File: src/rtl/i2c_pkg.sv
// Shared I2C definitions: byte-engine and bit-engine command codes, sequencer states.
package i2c_pkg;

  localparam int unsigned BYTE_W = 8;
  localparam int unsigned CMD_W  = 3;

  typedef enum logic [CMD_W-1:0] {
    CMD_IDLE  = 3'b000,
    CMD_START = 3'b001,
    CMD_ACK   = 3'b010,
    CMD_DATA  = 3'b011,
    CMD_STOP  = 3'b100,
    CMD_NACK  = 3'b101
  } byte_cmd_e;

  typedef enum logic [2:0] {
    BIT_IDLE  = 3'b000,
    BIT_START = 3'b001,
    BIT_WRITE = 3'b010,
    BIT_READ  = 3'b011,
    BIT_STOP  = 3'b100
  } bit_cmd_e;

  typedef enum logic [3:0] {
    ST_IDLE     = 4'd0,
    ST_START    = 4'd1,
    ST_GAP      = 4'd2,
    ST_ADDR     = 4'd3,
    ST_ADDR_ACK = 4'd4,
    ST_FETCH    = 4'd5,
    ST_LOAD     = 4'd6,
    ST_DATA     = 4'd7,
    ST_DATA_ACK = 4'd8,
    ST_STOP     = 4'd9,
    ST_DONE     = 4'd10
  } seq_state_e;

endpackage

File: src/rtl/i2c_tx_shifter.sv
// 8-bit transmit shift register: parallel load, shift left on request, MSB out.
module i2c_tx_shifter
  import i2c_pkg::*;
(
  input  logic              clock,
  input  logic              reset_n,
  input  logic              load_i,
  input  logic [BYTE_W-1:0] load_data_i,
  input  logic              shift_i,
  output logic              msb_o
);

  logic [BYTE_W-1:0] shreg_q;
  logic [BYTE_W-1:0] shreg_d;

  // Load wins over shift so a new byte is never corrupted by a stray strobe.
  always_comb begin
    shreg_d = shreg_q;
    if (load_i) begin
      shreg_d = load_data_i;
    end else if (shift_i) begin
      shreg_d = {shreg_q[BYTE_W-2:0], 1'b0};
    end
  end

  always_ff @(posedge clock or negedge reset_n) begin
    if (!reset_n) begin
      shreg_q <= '0;
    end else begin
      shreg_q <= shreg_d;
    end
  end

  assign msb_o = shreg_q[BYTE_W-1];

endmodule

File: src/rtl/i2c_write_sequencer.sv
// Transaction sequencer for one I2C master write: START, addr+W, N data bytes, STOP.
module i2c_write_sequencer
  import i2c_pkg::*;
#(
  parameter int unsigned ADDR_W = 7,
  parameter int unsigned CNT_W  = 5
) (
  input  logic              clock,
  input  logic              reset_n,
  input  logic              start,
  input  logic [ADDR_W-1:0] dev_addr,
  input  logic [CNT_W-1:0]  byte_count,
  input  logic [7:0]        wr_data,
  output logic              wr_data_req,
  output logic              busy,
  output logic              done,
  output logic              nack_err,
  output logic [2:0]        wb_command,
  output logic              wb_go,
  output logic              wb_data,
  input  logic              wb_finish,
  input  logic              wb_load,
  output logic              ra_go,
  input  logic              ra_finish,
  input  logic              ra_ack
);

  seq_state_e        state_q, state_d;
  logic [ADDR_W-1:0] addr_q, addr_d;
  logic [CNT_W-1:0]  remaining_q, remaining_d;
  logic              nack_err_q, nack_err_d;

  byte_cmd_e         wb_command_q, wb_command_d;
  logic              wb_go_q, wb_go_d;
  logic              ra_go_q, ra_go_d;
  logic              wr_data_req_q, wr_data_req_d;
  logic              busy_q, busy_d;
  logic              done_q, done_d;

  logic              sh_load;
  logic              sh_shift;
  logic [BYTE_W-1:0] sh_load_data;

  // State, captured transaction fields and registered outputs.
  always_ff @(posedge clock or negedge reset_n) begin
    if (!reset_n) begin
      state_q       <= ST_IDLE;
      addr_q        <= '0;
      remaining_q   <= '0;
      nack_err_q    <= 1'b0;
      wb_command_q  <= CMD_IDLE;
      wb_go_q       <= 1'b0;
      ra_go_q       <= 1'b0;
      wr_data_req_q <= 1'b0;
      busy_q        <= 1'b0;
      done_q        <= 1'b0;
    end else begin
      state_q       <= state_d;
      addr_q        <= addr_d;
      remaining_q   <= remaining_d;
      nack_err_q    <= nack_err_d;
      wb_command_q  <= wb_command_d;
      wb_go_q       <= wb_go_d;
      ra_go_q       <= ra_go_d;
      wr_data_req_q <= wr_data_req_d;
      busy_q        <= busy_d;
      done_q        <= done_d;
    end
  end

  // Next-state and transaction bookkeeping.
  always_comb begin
    state_d     = state_q;
    addr_d      = addr_q;
    remaining_d = remaining_q;
    nack_err_d  = nack_err_q;
    case (state_q)
      ST_IDLE: begin
        if (start) begin
          addr_d      = dev_addr;
          remaining_d = byte_count;
          nack_err_d  = 1'b0;
          state_d     = ST_START;
        end
      end
      ST_START:    if (wb_finish) state_d = ST_GAP;
      ST_GAP:      state_d = ST_ADDR;
      ST_ADDR:     if (wb_finish) state_d = ST_ADDR_ACK;
      ST_ADDR_ACK, ST_DATA_ACK: begin
        if (ra_finish) begin
          if (ra_ack) begin
            nack_err_d = 1'b1;
            state_d    = ST_STOP;
          end else if (remaining_q == '0) begin
            state_d = ST_STOP;
          end else begin
            state_d = ST_FETCH;
          end
        end
      end
      ST_FETCH:    state_d = ST_LOAD;
      ST_LOAD: begin
        remaining_d = remaining_q - CNT_W'(1);
        state_d     = ST_DATA;
      end
      ST_DATA:     if (wb_finish) state_d = ST_DATA_ACK;
      ST_STOP:     if (wb_finish) state_d = ST_DONE;
      ST_DONE:     state_d = ST_IDLE;
      default:     state_d = ST_IDLE;
    endcase
  end

  // Outputs decoded from the next state so they register in step with it.
  always_comb begin
    wb_command_d  = CMD_IDLE;
    wb_go_d       = 1'b0;
    ra_go_d       = 1'b0;
    wr_data_req_d = 1'b0;
    busy_d        = 1'b1;
    done_d        = 1'b0;
    case (state_d)
      ST_IDLE:  busy_d = 1'b0;
      ST_START: begin
        wb_command_d = CMD_START;
        wb_go_d      = 1'b1;
      end
      ST_ADDR, ST_DATA: begin
        wb_command_d = CMD_DATA;
        wb_go_d      = 1'b1;
      end
      ST_ADDR_ACK, ST_DATA_ACK: ra_go_d = 1'b1;
      ST_FETCH: wr_data_req_d = 1'b1;
      ST_STOP: begin
        wb_command_d = CMD_STOP;
        wb_go_d      = 1'b1;
      end
      ST_DONE: begin
        busy_d = 1'b0;
        done_d = 1'b1;
      end
      default: ;
    endcase
  end

  assign sh_load      = (state_q == ST_GAP) || (state_q == ST_LOAD);
  assign sh_load_data = (state_q == ST_LOAD) ? wr_data : BYTE_W'({addr_q, 1'b0});
  assign sh_shift     = ((state_q == ST_ADDR) || (state_q == ST_DATA)) && !wb_load;

  i2c_tx_shifter u_shifter (
    .clock       (clock),
    .reset_n     (reset_n),
    .load_i      (sh_load),
    .load_data_i (sh_load_data),
    .shift_i     (sh_shift),
    .msb_o       (wb_data)
  );

  assign wb_command  = wb_command_q;
  assign wb_go       = wb_go_q;
  assign ra_go       = ra_go_q;
  assign wr_data_req = wr_data_req_q;
  assign busy        = busy_q;
  assign done        = done_q;
  assign nack_err    = nack_err_q;

endmodule
File: config.mk
export PLATFORM = sky130hd
export DESIGN_NAME = i2c_write_sequencer
export DESIGN_NICKNAME = d
export VERILOG_FILES = /design/src/rtl/i2c_pkg.sv /design/src/rtl/i2c_tx_shifter.sv /design/src/rtl/i2c_write_sequencer.sv
export SDC_FILE = /design/constraint.sdc
export NUM_CORES = 1
export LEC_CHECK = 0
export ABC_AREA = 1
export CORE_ASPECT_RATIO = 0.9
export CORE_MARGIN = 5
export CORE_UTILIZATION = 50
export DETAILED_ROUTE_END_ITERATION = 8
export PLACE_DENSITY = 0.78
export SYNTH_ARGS = -nofsm -noshare
export SYNTH_HDL_FRONTEND = slang
export SYNTH_SLANG_ARGS = --single-unit
export TNS_END_PERCENT = 20
File: constraint.sdc
create_clock -name clock -period 1.7 [get_ports clock]
set_input_delay 0.255 -clock clock [delete_from_list [all_inputs] [get_ports clock]]
set_output_delay 0.255 -clock clock [all_outputs]
set_load 0.005 [all_outputs]
## Yosys cells after proc, flatten, opt, wreduce, memory -nomap -nowiden

Cells that the tools add are included.

- Output and inout bits: 10
- Input bits: 27
- Bits in registers: 33
- Word-level logic and storage cells: 74

- Mux-type cells: 24
- Eq/ne operators: 20
- Reductions and logical operators: 18
- Add/sub/neg operators: 1

Operator list:

| cell | number |
|---|---|
| 4-bit one-hot mux with 9 select lines | 1 |
| 4-bit two-way mux | 8 |
| 4-bit by 3-bit == test with 1-bit output (second input constant) | 7 |
| 8-bit two-way mux | 3 |
| 4-bit == test (second input constant) | 5 |
| 4-bit by 2-bit == test with 1-bit output (second input constant) | 3 |
| 5-bit one-hot mux with 2 select lines | 1 |
| 3-bit one-hot mux with 3 select lines | 1 |
| 4-bit by 1-bit == test with 1-bit output (second input constant) | 2 |
| 4-bit logical NOT | 2 |
| 1-bit two-way mux | 8 |
| 2-bit OR reduction | 4 |
| 2-bit inequality test (second input constant) | 3 |
| 2-bit nonzero test | 3 |
| 5-bit logical NOT | 1 |
| 5-bit two-way mux | 1 |
| 5-bit by 1-bit subtractor with 5-bit output (second input constant) | 1 |
| 2-bit AND reduction | 2 |
| 4-bit AND reduction | 1 |
| 4-bit OR reduction | 1 |
| 1-bit logical OR | 2 |
| 1-bit one-hot mux with 2 select lines | 1 |
| 1-bit logical AND | 1 |
| 1-bit logical NOT | 1 |

## Depth between registers and ports, before layout

Gate-level depths: netlist of the first run.

- Depth after elaboration: 8
- Depth in mapped cells: 12
- Mapped depth without buffers: 12

## Modules after synthesis

From an unflattened synthesis of the first run, not the netlist that was laid out.

- Cells, all modules: 223
- Area total of the unflattened synthesis: 1719.1 sq um

By module, submodules not included:

| module | cells each | instances | area each (sq um) | seq. area each (sq um) |
|---|---|---|---|---|
| i2c_write_sequencer | 180 | 1 | 1342.5 | 625.6 |
| i2c_tx_shifter | 43 | 1 | 376.6 | 200.2 |

## Worst setup path before layout of the first run

No wires, ideal clock.

- Kind: reg-to-reg
- Start point: reg remaining_q[0]
- End point: reg busy_q, in the netlist busy
- Arrival: 1.208 ns
- Buffers on the path: 0
- Path slack: 0.360 ns
- Data required time: 1.569 ns
- Stages on the path, launching flop included: 12
- Library setup time: 0.131 ns
- Period minus slack after synthesis: 1.340 ns
- Cell sequence: dfrtp_1 inv_1 ha_1 inv_1 nor2_1 nand2_1 nand2_1 nand2_1 a21oi_2 nand2_1 nor2_1 nor2_1

- Word-level cells in the longest chain between the ends: 8
- Elaborated cells between the ends (all ways): 9
- Classes of those cells: eq/ne (1); mux (5); reduce/logical (3)

RTL lines:

| what | RTL line | source |
|---|---|---|
| start: declaration | i2c_write_sequencer.sv:30 | `logic [CNT_W-1:0] remaining_q, remaining_d;` |
| start signal: assignment | i2c_write_sequencer.sv:60 | `remaining_q <= remaining_d;` |
| 5-bit logical NOT * | i2c_write_sequencer.sv:94 | `end else if (remaining_q == '0) begin` |
| 4-bit two-way mux * | i2c_write_sequencer.sv:94 |  |
| 4-bit two-way mux * | i2c_write_sequencer.sv:91 | `if (ra_ack) begin` |
| 4-bit two-way mux * | i2c_write_sequencer.sv:90 | `if (ra_finish) begin` |
| 4-bit one-hot mux with 9 select lines * | i2c_write_sequencer.sv:77 | `case (state_q)` |
| 4-bit == test / 4-bit logical NOT (equally long branches) | i2c_write_sequencer.sv:121 | `case (state_d)` |
| 2-bit OR reduction (no source line) * | - |  |
| 1-bit two-way mux * | i2c_write_sequencer.sv:121 |  |
| named net busy_d | i2c_write_sequencer.sv:37 | `logic busy_q, busy_d;` |
| end signal: assignment | i2c_write_sequencer.sv:66 | `busy_q <= busy_d;` |
| end: declaration | i2c_write_sequencer.sv:37 |  |

The timed path passes the listed nets; every way through them passes the cells marked *.
A chain may end at the register's enable or synchronous reset.

## Worst setup path after layout of the first run

- Start point: reg state_q[1]
- End point: reg u_shifter.shreg_q[4]

- Word-level cells in the longest chain between the ends: 4
- Elaborated cells between the ends (all ways): 10
- Classes of those cells: eq/ne (4); mux (2); reduce/logical (4)

RTL lines:

| what | RTL line | source |
|---|---|---|
| start: declaration | i2c_write_sequencer.sv:28 | `seq_state_e state_q, state_d;` |
| start signal: assignment | i2c_write_sequencer.sv:58 | `state_q <= state_d;` |
| 4-bit by 2-bit == test with 1-bit output / 4-bit by 3-bit == test with 1-bit output (equally long branches) | i2c_write_sequencer.sv:147 | `assign sh_shift = ((state_q == ST_ADDR) \|\| (state_q == ST_DATA)) && !wb_load;` |
| 1-bit logical OR | i2c_write_sequencer.sv:147 |  |
| 1-bit logical AND | i2c_write_sequencer.sv:147 |  |
| 2-bit nonzero test (no source line) | - |  |
| end signal: assignment | i2c_tx_shifter.sv:30 | `shreg_q <= shreg_d;` |
| end: declaration | i2c_tx_shifter.sv:13 | `logic [BYTE_W-1:0] shreg_q;` |

Parallel ways exist; a longest one is shown, timed or not.

==> results of run 1 <==
## logic make-up (layout without fill, tap and decap cells)
kind of cell	count (synthesis)	after routing	share of synthesized area, %
DFF	33	33	46.5
AOI/OAI and AO/OA	40	40	14.4
and+or+nand+nor	93	93	26.2
xor gates and xnor gates	3	3	1.48
adders and majority gates	2	2	1.41
buffers and inverters	40	81	10.1
## critical path, stage by stage (launching register included)
cell     delay (ps)
dfrtp_1         570
inv_4            70
nor2_4          190
inv_2            70
nor2_4          190
inv_1           130
o21ai_0         110
a21oi_1          90
## area by class of cell
type                    count  area (sq um)
repair buffers             38           375
flip-flops and latches     33           826
multi-input cells         138           772
clock inverters             3          17.5
inverters                  35           134
well taps                  44          55.1
fillers                   296          1150
clock buffers               5          68.8
## registers in the layout, summed over array words and instances (netlist names)
| register | cells |
|---|---|
| ra_go | 1 |
| addr_q | 7 |
| u_shifter.shreg_q | 8 |
| done | 1 |
| busy | 1 |
| wb_command | 3 |
| nack_err | 1 |
| wb_go | 1 |
| remaining_q | 5 |
| state_q | 4 |
| wr_data_req | 1 |
## metal layers
metal | wire length, um | vias up | GRT usage [%]
met5 | 0 | - | 0
met4 | 61 | 0 | 6.45
met3 | 194 | 6 | 4.68
met2 | 1640 | 26 | 26.7
met1 | 1760 | 646 | 22.4
li1 | - | 751 | -
## how the worst max path moves through the flow
stage / from / to / slack [ps] / depth (start not counted)
after floorplan: remaining_q[0] / busy / 360 / 11
after global placement: wb_finish / busy / 130 / 8
after detailed placement: wb_finish / busy / 60 / 8
after CTS: state_q[1] / remaining_q[4] / 180 / 5
after global routing: remaining_q[0] / busy / 30 / 11
final: state_q[1] / u_shifter.shreg_q[4] / 180 / 7
## cells in the final DEF, fill, tap and decap left out
master / synthesis / routed
inv_1: 27 / 27
nand3_2: 4 / 4
nand2_2: 7 / 7
nand2_1: 42 / 42
inv_4: 1 / 1
nor4_1: 1 / 1
inv_2: 7 / 7
a211oi_1: 2 / 2
buf_4: 3 / 2
nand3_4: 1 / 1
nor2_2: 2 / 2
ha_1: 2 / 2
o221ai_1: 1 / 1
clkbuf_8: 0 / 5
clkdlybuf4s50_1: 0 / 36
a21oi_2: 2 / 2
nor2_4: 6 / 6
xor2_1: 3 / 3
a21oi_1: 10 / 10
a22oi_1: 1 / 1
nor3_1: 2 / 2
dfrtp_1: 33 / 33
o22ai_1: 1 / 1
a22o_1: 1 / 1
o21ai_2: 1 / 1
nor2_1: 24 / 24
a31oi_1: 1 / 1
o21ai_0: 13 / 13
o21ai_4: 1 / 1
o211ai_1: 6 / 6
clkinvlp_4: 0 / 1
clkinv_2: 0 / 2
nand3_1: 4 / 4
## power by group through the flow
stage               combinational [mW]  clock, mW  sequential [mW]
floorplan                         1.58          0             1.31
global placement                  1.95          0             1.40
detailed placement                2.00          0             1.42
CTS                               2.01      0.598             1.40
global route                      2.27      0.639             1.46
finish                            1.99      0.579             1.40
==> results.txt, run 1 <==
- Before CTS, the worst setup slack after placement is around 64 ps.
- The first TritonRoute pass finished after 4 iterations.
* Sinks on the clock net: 33
- From synthesis to final layout, the design area changed by 26.5%.
- Data on the critical path is required at its endpoint by 1880 ps.
- Worst Skew: 10.1 ps
- Summed over all nets, the switching power comes to 1.72 mW.
- Each instance of the synthesized netlist takes up on average 8.42 sq um.
- The number of max-slew violations in the final report was 0.
* Fin cells: 296
* Post-synth EDFFs: 0
- For this design the static power due to leakage is 1.08 nW.
- Post-CTS sizing: 0
- Synthesis inferred 33 register bits.
* Worst vdd rail ir drop: 1050 uV
- Clock-pin slew of the registers on the worst-case setup and hold paths: around 70 ps
* Number of max-cap violations: 0
* Post-route total power: 3.97 mW
- The worst register-to-register path has a depth of 7.
- Port buffer count: 36
- Setup violations remaining at the end of the flow were counted as 0.
* Master cell of the clock root buffer: clkbuf_8
- Insertion delay of the later-clocked pin in the worst-skew pair: 290 ps
- Yosys instantiated no cell more often than nand2_1.
- Worst-case hold slack: 359 ps
* Post-synthesis cell area: 1780 sq um
* Post-route antenna net violation count: 0
* Synth top area cells: dfrtp_1 46%, nand2_1 8.9%, inv_1 5.7%, nor2_1 5.1%, nor2_4 3.8%
- In this run the worst path has a maximum fanout of 10.
- First-pass GRT wire length: 6280 um
- Total placed cells including tap cells: 288
* Start of the worst register-to-register path: state_q[1]
- The top cell type by area accounts for 46.5% of the synthesized area.
- Number of endpoints with negative hold slack in the final report: 0
- The biggest area contributor in the post-synthesis netlist is dfrtp_1.
- Dividing the final minimum period by the clock period gives 89.3%.
- Summed over all layers, the routed wires come to 3660 um.
- Overall routing resource usage: approximately 17%
- Antenna violations before repair: 0
* Power share of the sequential group: 35.3%
* Sw Ratio: a little over two fifths
* Core Footprint: approximately 3400 sq um
- The internal power of the cells totals ~2.3 mW.
- Die area: about 4800 sq um
- Diodes inserted: 0
- Time the final worst path needs with I/O delays and setup: ~1500 ps
- In the post-route analysis, the smallest setup slack over all paths is 181 ps.
- Netlist cell types: 30
- Number of global-route vias before repair: 1386
- Once detailed placement completed, the half-perimeter wirelength came to 2810 um.
- Total clock buffers created by CTS: 5
- Count of warnings emitted by yosys: 0
- Maximum number of pins on one net before global-route repair: 34
- Most numerous cell types in the synthesized netlist: 42 x nand2_1, 33 x dfrtp_1, 27 x inv_1
- Class of the tightest hold or removal check: in -> async
- PwrDens: between 1500 and 2000 nW/um^2
- Pin slew with the least headroom to its limit: 452 ps
* Remaining max-slew budget at the tightest pin: a little under 70%
- Dividing the detail-routed wire length by the instance count gives around 12 um.
- For this block, the initial DRC count from the detailed router was between 60 and 70.
* Total negative slack: 0 ps
- Hold Buf Count CTS: 0
- The number of nets handed over by synthesis was between 200 and 250.
* Leftover overflow at the end of global routing: 0
- Critical Path Sink Type: flip-flop
- Largest buffer count on any clock path: 2
* Final Instance Area: about 2200 sq um
* Utilization after layout: 66.1%
- The floorplan has 20 rows.
- Main synth FF type: dfrtp_1
* CP arrival: 1700 ps
- H-tree depth reported by CTS: 2
- Clk pwr share: ~15%
* DRC violation count after routing: 0
- Worst R2R Setup Slack: 180 ps
- The setup path with the least slack is of type reg -> reg.
- TritonCTS built the clock tree.
* Die width: 72.8 um
- At the end of routability-driven placement, the weighted congestion stood at 0.836.
* Height of the chip: 66.6 um
- For this run, the top clock speed supported by timing is 659 MHz.
* Async set-reset flop share out of synthesis: 100%
* Number of nets in the layout: 280
- Destination of the worst register-to-register timing path: u_shifter.shreg_q[4]
* Sequential-to-total area share from yosys stat: between 40% and 50%
- Buffers added to address setup during post-CTS repair amount to 0.
* Starting density of the core: 52.2%
- Via count: 1429
- The flow ran to the end, and the final reports show no timing, DRC or antenna violations.
- For this design the top-level I/O count stands at 37.
* Share of final-layout standard cells stronger than drive strength 1: between 10% and 20%
* Average vias per placed instance: 4.83
- In this run the cell area measured after placement is between 2000 and 2500 sq um.
- Kind of start point of the critical path: flip-flop
- Setup repair after global routing left no endpoint under its margin.
- Portion of total power attributed to combinational logic: 50.1%
- After technology mapping, the gate count stands at roughly 210.
Power figures use the tool's default switching activity.
==> run 2: changes to the inputs <==
--- a/config.mk
+++ b/config.mk
@@ -10,6 +10,7 @@
 export CORE_MARGIN = 5
 export CORE_UTILIZATION = 50
 export DETAILED_ROUTE_END_ITERATION = 8
+export GPL_TIMING_DRIVEN = 0
 export PLACE_DENSITY = 0.78
 export SYNTH_ARGS = -nofsm -noshare
 export SYNTH_HDL_FRONTEND = slang
==> run 2 against run 1 <==
Power up 7.4%. Maximum frequency up 0.19%. Final cell count up 1.4%. Worst hold slack worse by 340 ps.
==> results.txt, run 2 (synthesis gave the netlist of run 1 again) <==
- The CTS tree is built (unchanged).
* Pin slew with the least headroom to its limit: 713 ps (was 452 ps)
- Net Sw Power: 1.75 mW (was 1.72 mW)
- The final standard cell count with taps included and fillers excluded is 300 (was 296).
- The buffering stage count on the worst path with inverters included was 2 (was 3).
* Worst setup margin: 184 ps (was 181 ps)
- Achievable Freq: 660 MHz (was 659 MHz)
- The cell area after layout came to 2310 sq um (was 2250 sq um).
- The die height was 66.6 um (unchanged).
- Utilization after layout: 68.0% (was 66.1%)
* Type of the worst setup path: reg -> reg (unchanged)
- The post-route clock period utilization was 89.2% (was 89.3%).
* Critical Path Sink Type: flip-flop (unchanged)
- The overall track demand over capacity in global routing is 17.9% (was 17.1%).
- The routability-driven placement congestion ratio came to 0.848 (was 0.836).
- Cell breakdown of the critical path: inv_2 > ha_1 > inv_1 > nor2_1 > nand2_1 > nand2_1 > nand2_1 > a21oi_2 > nand2_1 > nor2_2 > nor2_1 (was inv_4 > nor2_4 > inv_2 > nor2_4 > inv_1 > o21ai_0 > a21oi_1).
* Worst-path cell with the longest stage delay: dfrtp_1 (unchanged)
- Run status: complete, no violations (unchanged).
- The total detailed-routing wirelength was 3780 um (was 3660 um).
* Worst vdd rail ir drop: 962 uV (was 1050 uV)
* Number of endpoints with negative hold slack in the final report: 0 (unchanged)
- The worst path arrival time is 1680 ps (was 1700 ps).
- The cell type with the highest occurrence count on the critical path was nand2_1 (was nor2_4).
- Total placed cells including tap cells: 291 (was 288)
- Diodes inserted: 0 (unchanged)
* Detailed placer's ending HPWL: 2830 um (was 2810 um)
- Max Fanout on Critical Path: 5 (was 10)
- The max-capacitance violation count came to 0 (unchanged).
- Most common library cell in the layout ignoring fill and taps: nand2_1 (unchanged)
- The via count is 1474 (was 1429).
* Kind of start point of the critical path: flip-flop (unchanged)
* Total clock buffers created by CTS: 5 (unchanged)
- Sinks on the clock net: 33 (unchanged)
* Post-route antenna net violation count: 0 (unchanged)
- Largest registers in the final layout: u_shifter.shreg_q: 8 flops, addr_q: 7 flops, remaining_q: 5 flops (unchanged).
- Cell area reported after detailed placement: 2190 sq um (was 2160 sq um)
* Total negative slack: 0 ps (unchanged)
* Die area: 4850 sq um (unchanged)
- Number of filler instances in the final layout: 310 (was 296)
* Standard-cell rows: 20 (unchanged)
- The maximum number of buffers from clock root to sink is 2 (unchanged).
- The leakage power of the design is 1.11 nW (was 1.08 nW).
- I/O pins: 37 (unchanged)
* Clock-pin slew of the registers on the worst-case setup and hold paths: 70 ps (about the same)
- Hold Buf Count CTS: 0 (unchanged)
- Initial DRC count: 76 (was 65)
- Insertion delay of the later-clocked pin in the worst-skew pair: 290 ps (about the same)
- Post-route total power: 4.27 mW (was 3.97 mW)
- The post-route minimum period came to 1520 ps (about the same).
* Leading cell types in the layout, fill and taps excluded: 42 x nand2_1, 35 x clkdlybuf4s50_1, 33 x dfrtp_1, 25 x inv_1, 23 x nor2_1 (was 42 x nand2_1, 36 x clkdlybuf4s50_1, 33 x dfrtp_1, 27 x inv_1, 24 x nor2_1)
- Portion of total power attributed to combinational logic: 51.3% (was 50.1%)
- Setup WS pre-CTS: -40.1 ps (was 63.7 ps)
* Routed length per instance: 12.6 um (was 12.4 um)
- The final-stage net count is 284 (was 280).
- Share of final-layout standard cells stronger than drive strength 1: 19.1% (was 16.7%)
- The power density over the cells was 1850 nW/um^2 (was 1770 nW/um^2).
- Delay of the slowest cell on the worst path: 370 ps (was 570 ps)
- Core Footprint: 3400 sq um (unchanged)
* Maximum number of pins on one net before global-route repair: 34 (unchanged)
- Class of the tightest hold or removal check: in -> async (unchanged)
- The starting utilization of the core area is 52.2% (unchanged).
- The proportion of power drawn by flip-flops and latches came to 31.0% (was 35.3%).
- The internal power came to 2.52 mW (was 2.25 mW).
- Critical path required time: 1860 ps (was 1880 ps)
* Leftover overflow at the end of global routing: 0 (unchanged)
- The final worst clock skew is 8.34 ps (was 10.1 ps).
- The number of max-slew violations in the final report is 0 (unchanged).
* Antenna violations before repair: 0 (unchanged)
* First-pass GRT wire length: 6560 um (was 6280 um)
* Biggest register: u_shifter.shreg_q (unchanged)
- The clock network power share is 17.8% (was 14.6%).
- The final worst hold slack was 23.0 ps (was 359 ps).
- Number of failing setup endpoints in the final timing report: 0 (unchanged)
- First-pass detailed-route iteration total: 4 (unchanged)
- Sw Ratio: 40.9% (was 43.3%)
- Die width: 72.8 um (unchanged)
- Remaining max-slew budget at the tightest pin: 52.5% (was 69.6%)
- Port buffer count: 36 (unchanged)
- The library cell used as clock root buffer was clkbuf_8 (unchanged).
- Average vias per placed instance: 4.91 (was 4.83)
- H-tree depth reported by CTS: 2 (unchanged)
- Synth-to-layout area growth: 30.2% (was 26.5%)
* Family with the most delay on the worst path: simple AND/OR/NAND/NOR gates (was flip-flops)
* Number of global-route vias before repair: 1482 (was 1386)
- The flip-flop count of the largest register after layout is 8 (unchanged).
* DRC violation count after routing: 0 (unchanged)
==> run 2: metal layers <==
layer | part of all wire [%] | GRT usage [%] | vias to the layer above
li1 | - | - | 754
met1 | 46 | 22.6 | 668
met2 | 46 | 28.8 | 44
met3 | 5.3 | 3.17 | 8
met4 | 2.4 | 9.68 | 0
met5 | 0 | 0 | -
==> run 2: layout make-up <==
| cell class | instances | area (sq um) | share of cell area (%) |
|---|---|---|---|
| buffer | 5 | 45.0 | 1.95 |
| clock buffer | 7 | 86.3 | 3.73 |
| clock inverter | 1 | 30.0 | 1.30 |
| inverter | 35 | 134 | 5.79 |
| multi-input combinational | 138 | 774 | 33.5 |
| sequential | 33 | 826 | 35.7 |
| tap | 44 | 55.1 | 2.38 |
| timing repair buffer | 37 | 363 | 15.7 |
==> run 2: worst paths after layout <==
check | slack (ps) | end | startpoint | cells past startpoint
min reg2reg | 510 | nack_err | nack_err | 2
max reg2reg | 180 | busy | remaining_q[0] | 11
max | 180 | busy | remaining_q[0] | 11
min in group clock | 510 | nack_err | nack_err | 2
max in group asynchronous | 1220 | wb_command[0] | reset_n | 1
min | 20 | remaining_q[4] | reset_n | 1
==> run 2: worst register-to-register path: stages, from the launching register on <==
cell     delay, ps
dfrtp_1        370
inv_2           90
ha_1           150
inv_1           30
nor2_1          70
nand2_1         60
nand2_1         70
nand2_1         90
a21oi_2        210
nand2_1        100
nor2_2         100
nor2_1          50
==> run 2: power by group through the flow <==
stage | sequential [mW] | clock [mW] | combinational, mW
floorplan | 1.31 | 0 | 1.58
detailed placement | 1.33 | 0 | 2.14
global route | 1.37 | 0.813 | 2.49
finish | 1.32 | 0.759 | 2.19
global placement | 1.32 | 0 | 2.09
CTS | 1.32 | 0.777 | 2.16
==> run 2: repair_timing <==
| item | in CTS | in global routing |
|---|---|---|
| endpoints found under the setup margin | 0 | 1 |
| buffers inserted | 0 | 1 |
| resized for setup | 0 | 3 |
==> run 3: changes to the inputs <==
--- a/config.mk
+++ b/config.mk
@@ -9,10 +9,11 @@
 export CORE_ASPECT_RATIO = 0.9
 export CORE_MARGIN = 5
 export CORE_UTILIZATION = 50
+export CTS_CLUSTER_SIZE = 28
 export DETAILED_ROUTE_END_ITERATION = 8
 export GPL_TIMING_DRIVEN = 0
 export PLACE_DENSITY = 0.78
 export SYNTH_ARGS = -nofsm -noshare
 export SYNTH_HDL_FRONTEND = slang
 export SYNTH_SLANG_ARGS = --single-unit
-export TNS_END_PERCENT = 20
+export TNS_END_PERCENT = 50
==> results of run 3 <==
Final layout, timing and power as in run 2 (identical DEF).
